## src/rtl/convolutional_layer.sv

```systemverilog
// Purpose: FxF all-ones convolution over a raster pixel stream, summed across every input channel.
// Latency: zero cycles; output_data is combinational from the current pixel and the delay-line taps.
// Backpressure: none; clk_en=0 freezes all history and valid, while output_data still follows input_data.
module convolutional_layer #(
  parameter int D_WIDTH     = 8,
  parameter int Q_WIDTH     = 16,
  parameter int D_CHANNELS  = 2,
  parameter int Q_CHANNELS  = 3,
  parameter int FILTER_SIZE = 2,
  parameter int IMAGE_SIZE  = 64
) (
  input  logic                           clk,
  input  logic                           rst_n,
  input  logic                           clk_en,
  input  logic [D_CHANNELS*D_WIDTH-1:0]  input_data,
  output logic [Q_CHANNELS*Q_WIDTH-1:0]  output_data,
  output logic                           valid
);

  // Taps needed to reach the oldest window pixel: (F-1) rows plus (F-1) columns back.
  localparam int DEPTH   = (FILTER_SIZE - 1) * IMAGE_SIZE + (FILTER_SIZE - 1);
  localparam int CNT_W   = $clog2(DEPTH + 1);
  localparam int N_TERMS = FILTER_SIZE * FILTER_SIZE * D_CHANNELS;
  // Accumulator is wide enough that the full sum never overflows before truncation.
  localparam int ACC_W   = D_WIDTH + $clog2(N_TERMS) + 1;
  localparam logic [CNT_W-1:0] DEPTH_C = CNT_W'(DEPTH);

  // taps[ch][d-1] holds the pixel accepted d enabled cycles ago on channel ch.
  logic [D_WIDTH-1:0] taps [D_CHANNELS][DEPTH];
  logic [CNT_W-1:0]   fill_cnt;
  logic [ACC_W-1:0]   win  [D_CHANNELS][FILTER_SIZE*FILTER_SIZE];
  logic [ACC_W-1:0]   acc;
  logic [Q_WIDTH-1:0] result;

  // Shift each channel's delay line by one pixel on every accepted pixel.
  always_ff @(posedge clk or negedge rst_n) begin
    if (!rst_n) begin
      for (int ch = 0; ch < D_CHANNELS; ch++) begin
        for (int d = 0; d < DEPTH; d++) begin
          taps[ch][d] <= '0;
        end
      end
    end else if (clk_en) begin
      for (int ch = 0; ch < D_CHANNELS; ch++) begin
        taps[ch][0] <= input_data[ch*D_WIDTH +: D_WIDTH];
        for (int d = DEPTH - 1; d > 0; d--) begin
          taps[ch][d] <= taps[ch][d-1];
        end
      end
    end
  end

  // Count accepted pixels until every tap holds real data, then saturate.
  always_ff @(posedge clk or negedge rst_n) begin
    if (!rst_n) begin
      fill_cnt <= '0;
    end else if (clk_en && (fill_cnt != DEPTH_C)) begin
      fill_cnt <= fill_cnt + 1'b1;
    end
  end

  // Saturated counter means the window is fully populated; stays high until reset.
  assign valid = (fill_cnt == DEPTH_C);

  // Pick the window samples: offset r*W+c, offset 0 is the live pixel, the rest come from taps.
  // No row-boundary masking, so windows crossing a row end simply use the raw raster history.
  for (genvar ch = 0; ch < D_CHANNELS; ch++) begin : g_ch
    for (genvar r = 0; r < FILTER_SIZE; r++) begin : g_row
      for (genvar c = 0; c < FILTER_SIZE; c++) begin : g_col
        if ((r == 0) && (c == 0)) begin : g_live
          assign win[ch][r*FILTER_SIZE+c] = ACC_W'(input_data[ch*D_WIDTH +: D_WIDTH]);
        end else begin : g_tap
          assign win[ch][r*FILTER_SIZE+c] = ACC_W'(taps[ch][r*IMAGE_SIZE+c-1]);
        end
      end
    end
  end

  // All weights are +1, so the result is a plain unsigned sum of every window sample.
  always_comb begin
    acc = '0;
    for (int ch = 0; ch < D_CHANNELS; ch++) begin
      for (int k = 0; k < FILTER_SIZE*FILTER_SIZE; k++) begin
        acc = acc + win[ch][k];
      end
    end
  end

  // Fit the sum to the output slice width: truncate modulo 2^Q_WIDTH or zero-extend.
  if (Q_WIDTH <= ACC_W) begin : g_trunc
    assign result = acc[Q_WIDTH-1:0];
  end else begin : g_ext
    assign result = {{(Q_WIDTH-ACC_W){1'b0}}, acc};
  end

  // Every output channel carries the same result.
  assign output_data = {Q_CHANNELS{result}};

endmodule

```

## config.mk

```make
export PLATFORM = sky130hd
export DESIGN_NAME = convolutional_layer
export DESIGN_NICKNAME = d
export VERILOG_FILES = /design/src/rtl/convolutional_layer.sv
export SDC_FILE = /design/constraint.sdc
export NUM_CORES = 1
export LEC_CHECK = 0
export BUFFER_PORTS_ARGS = -buffer_cell sky130_fd_sc_hd__buf_2
export CAP_MARGIN = 25
export CORE_ASPECT_RATIO = 1.75
export CORE_MARGIN = 5
export CORE_UTILIZATION = 40
export DETAILED_ROUTE_END_ITERATION = 8
export PLACE_DENSITY = 0.52
export SLEW_MARGIN = 20
export SYNTH_ARGS = -nofsm -noshare
export SYNTH_HDL_FRONTEND = slang
export SYNTH_SLANG_ARGS = --single-unit
```

## constraint.sdc

```tcl
create_clock -name clk -period 5.9 [get_ports clk]
set_clock_uncertainty 0.05 [all_clocks]
set_input_delay 0.885 -clock clk [delete_from_list [all_inputs] [get_ports clk]]
set_output_delay 0.885 -clock clk [all_outputs]
set_load 0.05 [all_outputs]
```

* After elaboration in Yosys (flattened, before gate mapping)
Cells that the tools add are included.
** Word-level totals
- Word-level logic and storage cells :: 142
- Bits in registers :: 1047
- Output and inout bits :: 49
** Cells by class
- Add/subtract/negate cells :: 8
- Eq/ne operators :: 2
- Reduce and logical (&&, ||, !) cells :: 1
** Operator list (number)
- 12-bit by 8-bit adder with 12-bit output :: 3
- 11-bit by 8-bit adder with 12-bit output :: 1
- 10-bit by 8-bit adder with 11-bit output :: 1
- 9-bit by 8-bit adder with 10-bit output :: 1
- 8-bit by 8-bit adder with 9-bit output :: 1
- 7-bit by 1-bit adder with 7-bit output (second input constant) :: 1
- 7-bit equality test (second input constant) :: 1
- 7-bit != test (second input constant) :: 1
- 1-bit logical AND :: 1

* Longest topological paths before layout
- Depth after elaboration :: 7
- Mapped depth :: 15
- Depth with buffers taken out :: 14

* Worst setup path before layout
No wires, ideal clock.
- Path type :: in2out
- Start :: in input_data[2]
- End :: out output_data[26]
- Arrival :: 5398 ps
- Path buffers :: 1
- Path slack :: -433 ps
- Cell stages on the path :: 15
- Path through :: inv_1 fa_1 inv_1 fa_1 fa_1 inv_1 fa_1 inv_1 ha_1 fa_1 a21oi_1 nor2b_1 a311oi_1 o21ai_0 buf_4
** On the way
- Cells in the longest elaborated chain, start to end :: 7
** RTL lines
- start, declared :: RTL line 15 : input logic [D_CHANNELS*D_WIDTH-1:0] input_data,
- 8-bit by 8-bit adder with 9-bit output :: RTL line 84 : acc = acc + win[ch][k];
- 9-bit by 8-bit adder with 10-bit output :: RTL line 84
- 10-bit by 8-bit adder with 11-bit output :: RTL line 84
- 11-bit by 8-bit adder with 12-bit output :: RTL line 84
- 12-bit by 8-bit adder with 12-bit output (3 in series) :: RTL line 84
- end, declared :: RTL line 16 : output logic [Q_CHANNELS*Q_WIDTH-1:0] output_data,
Every way passes these cells.

* Worst setup path after layout
- Start :: in input_data[14]
- End :: out output_data[9]
** On the way
- Cells in the longest elaborated chain, start to end :: 4
** RTL lines (RTL line)
- 11-bit by 8-bit adder with 12-bit output :: 84
- 12-bit by 8-bit adder with 12-bit output (3 in series) :: 84
Every way passes these cells.

==> results.md <==
STA:
- The fmax is 175 MHz.
- For the pin with the worst max-slew slack, the measured transition is 979 ps.
- Measured against its own limit, the worst slew margin works out to 34.7%.
- The post-route minimum period is 5720 ps.
- The number of hold-slack violations in the final timing report is 0.
- The final period utilization is 96.9%.
- In the post-route analysis, the smallest setup slack over all paths is 183 ps.
- The number of max-slew violations in the final report is 0.
- The accumulated negative setup slack is 0 ps.
- The final setup violation count is 0.

Synthesis:
- The count of flip-flops with a built-in enable after synthesis is 0.
- The count of state elements after synthesis is 1,047.
- sky130_fd_sc_hd__dfrtp_1 is the most common cell in the netlist.
- The distinct cell type count of the synthesized netlist is 28.
- The dominant register cell in the synthesized netlist is sky130_fd_sc_hd__dfrtp_1.
- The biggest area contributor in the post-synthesis netlist is sky130_fd_sc_hd__dfrtp_1.
- The post-synthesis cell count is 2,487.
- The top cell type by area accounts for 63.6% of the synthesized area.
- A synthesized cell averages 16.6 µm².
- After synthesis, flip-flops and latches occupy 63.6% of the total area.
- By count the netlist is led by sky130_fd_sc_hd__dfrtp_1 (1,047), sky130_fd_sc_hd__mux2_2 (1,012), sky130_fd_sc_hd__inv_1 (108).
- The post-synthesis instance area is 41,200 µm².
- After synthesis, the share of flip-flops with an asynchronous set or reset is 100%.
- The number of synthesis warnings is 0.
- In the post-synthesis netlist, the biggest area contributors are sky130_fd_sc_hd__dfrtp_1 (64%), sky130_fd_sc_hd__mux2_2 (28%), sky130_fd_sc_hd__buf_6 (2.8%).

Clock tree:
- After clock tree synthesis, the flow added hold-fix buffers numbering 0.
- The clock latency of the later-clocked register in the worst-skew pair is 660 ps.
- The clock slew seen by the registers of the worst setup and hold paths is 60 ps.
- The buffer depth of the longest clock path is 3.
- The root buffer cell chosen for the clock tree is sky130_fd_sc_hd__clkbuf_16.
- The CTS tree is yes.
- Clock tree synthesis inserted a total of 96 buffers.
- The number of clock sinks is 1,047.
- The total number of H-tree levels is 3.

Floorplanning:
- The floorplan has 155 rows.
- The vertical die dimension is 434 µm.
- The horizontal die dimension is 253 µm.
- For this configuration, the core starts out at a cell density of 40.3%.
- 68 I/O pins were placed.
- The region available for standard cell placement spans 102,000 µm².
- The floorplan die area is 110,000 µm².

Setup path:
- The signal on the critical path passes through buf_2 > inv_1 > fa_1 > inv_1 > fa_1 > fa_1 > inv_1 > fa_1 > inv_1 > ha_1 > buf_4 > nand3_1 > o22ai_1 > mux2i_1 > o211ai_1 > buf_2.
- The destination of the critical timing path is output_data[9].
- The number of cells on the worst reg-to-reg path is 4.
- The element type at the critical path start is a primary input.
- The launching instance or port of the critical path is input_data[14].
- For this run, the slowest stage of the critical path takes 550 ps.
- Counting both buffers and inverters, the worst setup path holds a total of 7.
- The critical path in this run is classified as primary input to output pin.
- In this run the worst path has a maximum fanout of 4.
- The slowest stage of the critical path belongs to the cell sky130_fd_sc_hd__fa_1.
- At the worst endpoint, the required time is 4970 ps.
- The launch instance of the worst register-to-register path is fill_cnt[4].
- STA classifies the critical path endpoint as an output pin.
- The kind of cell adding the most delay to the critical path is adder cells.
- The critical path runs through a total of 16 cells.
- The critical path arrival is 4780 ps.
- In this run the critical register-to-register path is captured at fill_cnt[1].
- Setup slack on the worst reg-to-reg path comes out at 4510 ps.

Placement:
- The final weighted congestion of routability-driven global placement is 0.781.
- The worst setup slack after placement is -117 ps.
- The port buffer count is 52.
- Detailed placement finished with a half-perimeter wire length of 33,100 µm.

Routing:
- The number of nets still failing antenna checks after routing is 0.
- The total iterations of the first detailed-routing run is 4.
- Dividing the detail-routed wire length by the instance count gives 14.7 µm.
- Dividing the detail-routed via count by the number of cells gives 4.76.
- The first routing iteration left 756 violations.
- The total number of vias is 18,700.
- The total routed wirelength is 57,700 µm.
- The count of unresolved DRC violations after routing is 0.

Final layout:
- The ratio of cells with drive above 1 in the final layout is 48.7%.
- The number of fillers in the final layout is 8,950.
- The area overhead of the layout relative to synthesis is 10.2%.
- The final layout contains 2,602 nets.

Global routing:
- The number of global-route vias before repair is 20,600.
- The total congestion overflow is 0.
- Global routing used 11.0% of the available tracks.
- The first-pass GRT wire length is 104,000 µm.
- The number of antenna violations at the first check in global routing is 0.
- The pin count of the biggest net entering global routing is 182.

Hold path:
- The class of the tightest hold or removal check is primary input to asynchronous set/reset pin.

Job:
- The number of violations of the max-capacitance limit is 0.

Pwr:
- For this design the static power due to leakage is 0.0222 µW.
- For this design the ratio of total power to cell area is 423 nW/µm².
- The worst-case IR drop observed on VDD is 0.00113 V.
- The total chip power is 19,200 µW.

Run status:
- The run finished with clean final reports.
## per-layer routing
layer  part of all wire, %  track usage, %  vias up
met2                    49            18.3      205
met3                   3.7            2.51      106
met5                     0               0        -
li1                      -               -     8603
met1                    44            14.5     9818
met4                   2.9            3.69        0
## state kept, by name, indices dropped and copies added (netlist names)
signal    flops
taps       1040
fill_cnt      7
## metrics by stage
step	hold WS, ps	util (%)	cell area (µm²)	instances
final	197	44.4	45400	3933
after global routing	222	44.4	45400	3932
after CTS	182	44.4	45300	3929
after detailed placement	418	41.1	42000	3756
after global placement	414	41.1	42000	3756
after floorplan	395	-	41300	2501
## logic make-up after synthesis
family / count (synthesis) / share of synthesized area (%)
adder cells (fa/ha/maj): 60 / 2.68
AND/OR/NAND/NOR: 50 / 0.535
AO/OA/AOI/OAI: 41 / 0.523
XOR/XNOR: 10 / 0.213
multiplexers: 1014 / 27.7
other: 1 / 0.00911
flip-flops: 1047 / 63.6
buffers and inverters: 264 / 4.69
## layout by cell type (no fill, tap or decap), types with 6 or more instances in the layout
cell,netlist,routed
sky130_fd_sc_hd__ha_1,13,11
sky130_fd_sc_hd__nand2_1,33,33
sky130_fd_sc_hd__fa_1,47,45
sky130_fd_sc_hd__dfrtp_1,1047,1047
sky130_fd_sc_hd__clkbuf_16,0,98
sky130_fd_sc_hd__inv_1,108,102
sky130_fd_sc_hd__buf_12,0,14
sky130_fd_sc_hd__buf_4,39,14
sky130_fd_sc_hd__o21ai_0,31,30
sky130_fd_sc_hd__mux2_2,1012,1012
sky130_fd_sc_hd__clkbuf_8,0,16
sky130_fd_sc_hd__conb_1,1,15
sky130_fd_sc_hd__bufinv_16,0,11
sky130_fd_sc_hd__xnor2_1,9,6
sky130_fd_sc_hd__clkbuf_1,3,18
sky130_fd_sc_hd__inv_2,0,6
sky130_fd_sc_hd__clkinv_2,0,20
sky130_fd_sc_hd__buf_2,10,44
## how the worst min path moves through the flow
stage / endpoint / slack, ps / cells past startpoint
after floorplan: fill_cnt[6] / 400 / 1
after global placement: fill_cnt[6] / 410 / 1
after detailed placement: taps[523] / 420 / 2
after CTS: taps[91] / 180 / 1
after global routing: taps[67] / 220 / 1
final: taps[67] / 200 / 1
## area by class of cell
class                   count  area (µm²)  area share, %
well taps                1334        1670           3.68
clock buffers             132        2740           6.04
diodes                      1        2.50        0.00551
clock inverters            41         519           1.14
repair buffers             80         692           1.52
flip-flops and latches   1047       26200           57.7
inverters                 108         405          0.893
multi-input cells        1190       13200           29.0
## report_power, final
part / internal (µW) / total (µW) / switching [µW]
registers: 8560 / 9230 / 668
clock network: 3730 / 6380 / 2650
logic: 1640 / 3590 / 1950
total: 13900 / 19200 / 5270
## repair_timing
| item | 4_1_cts | 5_1_grt |
|---|---|---|
| endpoints found under the setup margin | 9 | 9 |
| pin swaps | 1 | 10 |
| endpoints found under the hold margin | 0 | 0 |
| resized for setup | 9 | 13 |
| buffers inserted | 0 | 2 |
No activity file was read; power rests on OpenSTA's default activity.
